### config.mk
export PLATFORM = sky130hd
export DESIGN_NAME = stream_rr_arbiter
export DESIGN_NICKNAME = d
export VERILOG_FILES = /design/src/rtl/sdr_stream_pkg.sv /design/src/rtl/rr_priority_pick.sv /design/src/rtl/stream_rr_arbiter.sv
export SDC_FILE = /design/constraint.sdc
export NUM_CORES = 1
export LEC_CHECK = 0
export CAP_MARGIN = 20
export CORE_MARGIN = 4
export CORE_UTILIZATION = 36
export DETAILED_ROUTE_END_ITERATION = 7
export PLACE_DENSITY = 0.79
export SYNTH_ARGS = -nofsm -noshare
export SYNTH_HDL_FRONTEND = slang
export SYNTH_SLANG_ARGS = --single-unit
### constraint.sdc
create_clock -name clk -period 2.1 [get_ports clk]
set_input_delay 0.315 -clock clk [delete_from_list [all_inputs] [get_ports clk]]
set_output_delay 0.315 -clock clk [all_outputs]
set_load 0.01 [all_outputs]
### src/rtl/sdr_stream_pkg.sv
// Shared stream-arbitration types and width helpers.
package sdr_stream_pkg;

  // Arbiter FSM: either searching for the next requester or locked onto one.
  typedef enum logic {
    ARB_IDLE  = 1'b0,
    ARB_GRANT = 1'b1
  } arb_state_t;

  // Bits needed to encode n distinct values, never less than one bit so that
  // degenerate parameterisations still produce a legal vector.
  function automatic int width_of(input int n);
    int w;
    w = $clog2(n);
    return (w < 1) ? 1 : w;
  endfunction

endpackage

### src/rtl/rr_priority_pick.sv
// Rotating-priority picker: finds the first set request bit starting at ptr
// and wrapping past NUM_REQ-1 back to 0. Purely combinational.
module rr_priority_pick
  import sdr_stream_pkg::*;
#(
  parameter int NUM_REQ  = 4,
  parameter int ID_WIDTH = width_of(NUM_REQ)
) (
  input  logic [NUM_REQ-1:0]  req,
  input  logic [ID_WIDTH-1:0] ptr,
  output logic                found,
  output logic [ID_WIDTH-1:0] idx
);

  // One spare bit so ptr + offset cannot overflow before the wrap compare.
  localparam int CW = ID_WIDTH + 1;

  logic [CW-1:0] cand;

  // Walk the candidates in priority order; the first requesting one wins.
  always_comb begin
    // NOTE: every output of a combinational block gets a default before any
    // conditional assignment, otherwise synthesis infers a latch.
    found = 1'b0;
    idx   = '0;
    cand  = '0;
    for (int off = 0; off < NUM_REQ; off++) begin
      cand = {1'b0, ptr} + CW'(off);
      // Explicit modulo by compare: NUM_REQ need not be a power of two.
      if (cand >= CW'(NUM_REQ)) begin
        cand = cand - CW'(NUM_REQ);
      end
      if (!found && req[cand[ID_WIDTH-1:0]]) begin
        found = 1'b1;
        idx   = cand[ID_WIDTH-1:0];
      end
    end
  end

endmodule

### src/rtl/stream_rr_arbiter.sv
// Round-robin stream arbiter with burst lock feeding a single FIFO write port.
// A granted requester owns the output until it flags last or reaches
// BURST_LEN beats; out_id tags each beat with its source.
module stream_rr_arbiter
  import sdr_stream_pkg::*;
#(
  parameter  int NUM_REQ    = 4,
  parameter  int DATA_WIDTH = 8,
  parameter  int BURST_LEN  = 16,
  localparam int ID_WIDTH   = width_of(NUM_REQ)
) (
  input  logic                          clk,
  input  logic                          rst,
  input  logic [NUM_REQ-1:0]            in_valid,
  output logic [NUM_REQ-1:0]            in_ready,
  input  logic [NUM_REQ*DATA_WIDTH-1:0] in_data,
  input  logic [NUM_REQ-1:0]            in_last,
  output logic                          out_valid,
  input  logic                          out_ready,
  output logic [DATA_WIDTH-1:0]         out_data,
  output logic [ID_WIDTH-1:0]           out_id,
  output logic                          out_last,
  output logic                          busy
);

  localparam int                 CNT_WIDTH = width_of(BURST_LEN + 1);
  localparam logic [CNT_WIDTH-1:0] LAST_BEAT = CNT_WIDTH'(BURST_LEN - 1);
  localparam logic [ID_WIDTH-1:0]  LAST_ID   = ID_WIDTH'(NUM_REQ - 1);

  // Reject parameterisations the datapath is not built for.
  if (NUM_REQ < 2 || NUM_REQ > 16) begin : g_bad_num_req
    $error("stream_rr_arbiter: NUM_REQ must be within 2..16");
  end
  if (BURST_LEN < 1) begin : g_bad_burst_len
    $error("stream_rr_arbiter: BURST_LEN must be at least 1");
  end
  if (DATA_WIDTH < 1) begin : g_bad_data_width
    $error("stream_rr_arbiter: DATA_WIDTH must be at least 1");
  end

  arb_state_t            state;
  logic [ID_WIDTH-1:0]   ptr;
  logic [ID_WIDTH-1:0]   grant_id;
  logic [CNT_WIDTH-1:0]  beat_cnt;

  logic                  pick_found;
  logic [ID_WIDTH-1:0]   pick_idx;
  logic [ID_WIDTH-1:0]   next_ptr;
  logic                  granted;
  logic                  xfer;

  // Unpack the flat data bus into one lane per requester for clean muxing.
  logic [DATA_WIDTH-1:0] data_lane [NUM_REQ];

  for (genvar g = 0; g < NUM_REQ; g++) begin : g_lane
    assign data_lane[g] = in_data[g*DATA_WIDTH +: DATA_WIDTH];
  end

  rr_priority_pick #(
    .NUM_REQ  (NUM_REQ),
    .ID_WIDTH (ID_WIDTH)
  ) u_pick (
    .req   (in_valid),
    .ptr   (ptr),
    .found (pick_found),
    .idx   (pick_idx)
  );

  assign granted = (state == ARB_GRANT);
  assign busy    = granted;
  assign xfer    = out_valid & out_ready;

  // Wrap by compare rather than truncation so NUM_REQ=3 etc. never yields
  // an out-of-range pointer.
  assign next_ptr = (grant_id == LAST_ID) ? '0 : grant_id + 1'b1;

  // Pass the granted lane straight through; all other lanes see no ready.
  always_comb begin
    out_valid = 1'b0;
    out_last  = 1'b0;
    in_ready  = '0;
    out_data  = data_lane[grant_id];
    out_id    = grant_id;
    if (granted) begin
      out_valid          = in_valid[grant_id];
      out_last           = in_last[grant_id] | (beat_cnt == LAST_BEAT);
      in_ready[grant_id] = out_ready;
    end
  end

  // Grant FSM: pick in IDLE, count beats in GRANT, release on out_last.
  always_ff @(posedge clk or posedge rst) begin
    if (rst) begin
      state    <= ARB_IDLE;
      ptr      <= '0;
      grant_id <= '0;
      beat_cnt <= '0;
    end else begin
      // NOTE: sequential state uses non-blocking assignments so every
      // register samples the pre-edge values, independent of statement order.
      case (state)
        ARB_IDLE: begin
          if (pick_found) begin
            grant_id <= pick_idx;
            beat_cnt <= '0;
            state    <= ARB_GRANT;
          end
        end
        ARB_GRANT: begin
          // A stalled or gapped grant simply waits; only a transfer advances.
          if (xfer) begin
            if (out_last) begin
              state    <= ARB_IDLE;
              ptr      <= next_ptr;
              beat_cnt <= '0;
            end else begin
              beat_cnt <= beat_cnt + 1'b1;
            end
          end
        end
        default: state <= ARB_IDLE;
      endcase
    end
  end

endmodule

==> flow_summary.toml <==
[cells_and_area]
final_cell_area_sq_mm = 0.001777
nets = 219
layout-drive-gt1-share = 0.2840
layout-area-overhead-vs-synth_pct = 87.58
n_antenna_cell = 0

[logic_synthesis]
yosys-top-cells-area = "dfrtp_1 (26%), mux4_2 (21%), ha_1 (7.9%)"
synth_top_area_share = 0.2642
yosysWarnings = 0
synthCells = 89
avgSynthCellArea_sq_um = 10.64
yosysUniqueCellTypes = 30
ys_seq_area_frac = 0.2642
yosysTopAreaCell = "dfrtp_1"
ys_seq_elements = 10
synth_area_sq_um = 947.2
syn-num-nets = 138

[sta]
period_share = 0.9780
setup_viol = 0
slew_violations = 0
whs_ns = 0.3114
min_period_ns = 2.054
worst_pin_slew_ns = 0.3640
slew_headroom = 0.7570
finalHoldViolations = 0
max_freq_mhz = 486.9
final.setup_skew_ns = 0.002278

[floorplan]
die_area_sq_mm = 0.003516
rows = 18
start_util = 0.3789
die_w_um = 59.30
die-height_um = 59.30
io_pins = 60
core_sq_mm = 0.002500

[setup_path]
path_class = "register to output port"
startpoint = "out_id[0]$_DFFE_PP0P_"
worstSetupEndpointType = "output port"
cp.required_ns = 1.78
critPathArrivalTime_ns = 1.74
start_kind = "register"
r2r_end = "beat_cnt[4]$_DFFE_PP0P_"
ff2ff_path_depth = 5
slowest_delay_ns = 0.52
rrSetupSlack_ns = 0.20
worstPathMaxFanout = 2
crit_family = "multiplexers"
worstPathCellList = "buf_6, mux4_2, and2_1, clkdlybuf4s15_1"
cp_slowest_cell = "mux4_2"
path_buf_inv = 2
reg2reg_from = "out_id[0]$_DFFE_PP0P_"

[clocking]
cts_root_buf = "clkbuf_4"
cts_max_path_buffers = 2
clock-sinks = 10
h-tree-depth = 1
cts_tree = "done"
clkTransAtPathRegs_ns = 0.07
clk_latency_ns = 0.27
cts_buffers = 3

[power_and_ir_drop]
comb_power_share = 0.702
p_leak_nw = 0.8112
swShare = 0.3715
ir_drop_mv = 0.6935
p_int_mw = 1.147
switching_power_mw = 0.6777
pwr-share-seq = 0.203
power_density_mw_per_mm2 = 1027
clkPwrFrac = 0.095

[route]
drc_errors = 0
first_pass_iters = 4
via_per_inst = 5.256
vias = 1046
wl_mm = 3.222
drtIter0Drc = 14
wire_per_inst_um = 16.19
ant_nets = 0

[placed_design]
port_buffers = 59
place.gp.congestion = 0.8105
dp_hpwl_mm = 2.572
place_area_sq_mm = 0.001677

[global_routing]
grt_pass1_wl_mm = 4.498
antenna_found_initial = 0
grt_max_degree = 19
gr-total-overflow = 0
grt_usage = 0.1669
grt_pass1_vias = 1009

[flow_run]
drv_cap = 0

[hold_path]
min_path_type = "input port to async pin"

[outcome]
status = "complete, no violations"
-- final cells by class --
class / instances / area, sq um
fill: 198 / 723.2
clock buffer: 4 / 36.28
inverter: 8 / 30.03
sequential: 10 / 251.5
multi-input combinational: 67 / 670.6
tap: 30 / 37.54
timing repair buffer: 80 / 750.7
-- layer usage --
layer,track usage,part of all wire,up-vias
li1,-,-,494
met1,0.1774,0.36,489
met2,0.3198,0.52,59
met3,0.03922,0.11,4
met4,0.04854,0.0087,0
met5,0,0,-
-- how the worst max path moves through the flow --
| stage | slack, ns | endpoint | cells past startpoint |
|---|---|---|---|
| floorplan | 0.27 | beat_cnt[2]$_DFFE_PP0P_ | 7 |
| global placement | -0.10 | out_valid | 4 |
| detailed placement | -0.10 | out_valid | 4 |
| CTS | -0.09 | out_last | 7 |
| global route | -0.0005 | out_valid | 4 |
| finish | 0.05 | out_valid | 4 |
-- power groups by stage --
stage	logic [mW]	registers (mW)	clock network, mW
6_report	1.28	0.370	0.174
3_3_place_gp	1.23	0.361	0
5_1_grt	1.37	0.385	0.183
3_5_place_dp	1.26	0.365	0
2_1_floorplan	0.687	0.346	0
4_1_cts	1.21	0.362	0.181
-- through the flow --
step	instances	worst slack (ns)	setup TNS, ns	util	power, mW
after global placement	189	-0.1005	-0.2808	0.6707	1.588
after global routing	199	-0.0005069	-0.0005069	0.7107	1.938
final	199	0.04620	0	0.7107	1.824
after floorplan	89	0.2665	0	-	1.033
after detailed placement	189	-0.1027	-0.3959	0.6707	1.629
after CTS	194	-0.09006	-0.09006	0.6847	1.752
-- synthesized netlist by cell type --
cell,instances
clkbuf_1,2
mux2_4,3
o41ai_1,1
mux2_2,2
nor3b_1,2
and3b_1,1
dfrtp_1,10
o21ai_0,2
ha_1,6
a21oi_1,3
a21o_1,1
buf_6,1
mux2i_1,3
nand2_1,5
inv_1,8
nand3_1,2
mux4_2,9
and2_1,3
nor2_1,7
o22ai_1,2
nor2b_1,1
buf_2,1
a22o_4,1
or4_4,1
a22oi_1,2
a22o_1,1
o21a_1,2
and3_1,5
nand2b_1,1
nor3_1,1
-- registers in the layout, summed over array words and instances (netlist names) --
name	flops
busy	1
out_id	2
beat_cnt	5
ptr	2
-- cells by family (layout without fill, tap and decap cells) --
kind of cell	count (synthesis)	after routing	share of synthesized area
AND/OR/NAND/NOR	29	29	0.1665
multiplexers	17	17	0.3170
AO/OA/AOI/OAI	15	15	0.1162
buffers and inverters	12	92	0.05680
flip-flops	10	10	0.2642
adder cells (fa/ha/maj)	6	6	0.07926
-- what timing repair did --
item,CTS,global route
resized for setup,16,10
pin swaps,0,0
setup buffers,1,5
setup endpoints to repair,13,3
endpoints found under the hold margin,0,0
hold buffers,0,0
-- placed cells by master, fill, tap and decap left out, types with 2 or more instances in the layout --
master,synthesis,routed
a21oi_1,3,3
and2_1,3,3
and3_1,5,4
buf_4,0,19
clkbuf_4,0,3
clkdlybuf4s15_1,0,2
clkdlybuf4s50_1,0,46
dfrtp_1,10,9
dlygate4sd2_1,0,9
ha_1,6,4
inv_1,8,8
mux2_2,2,2
mux2_4,3,3
mux2i_1,3,3
mux4_2,9,9
nand2_1,5,5
nand3_1,2,2
nor2_1,7,7
nor3b_1,2,2
o21a_1,2,2
o21ai_0,2,2
o22ai_1,2,2
Note: power is estimated with default switching activity, not from simulation.
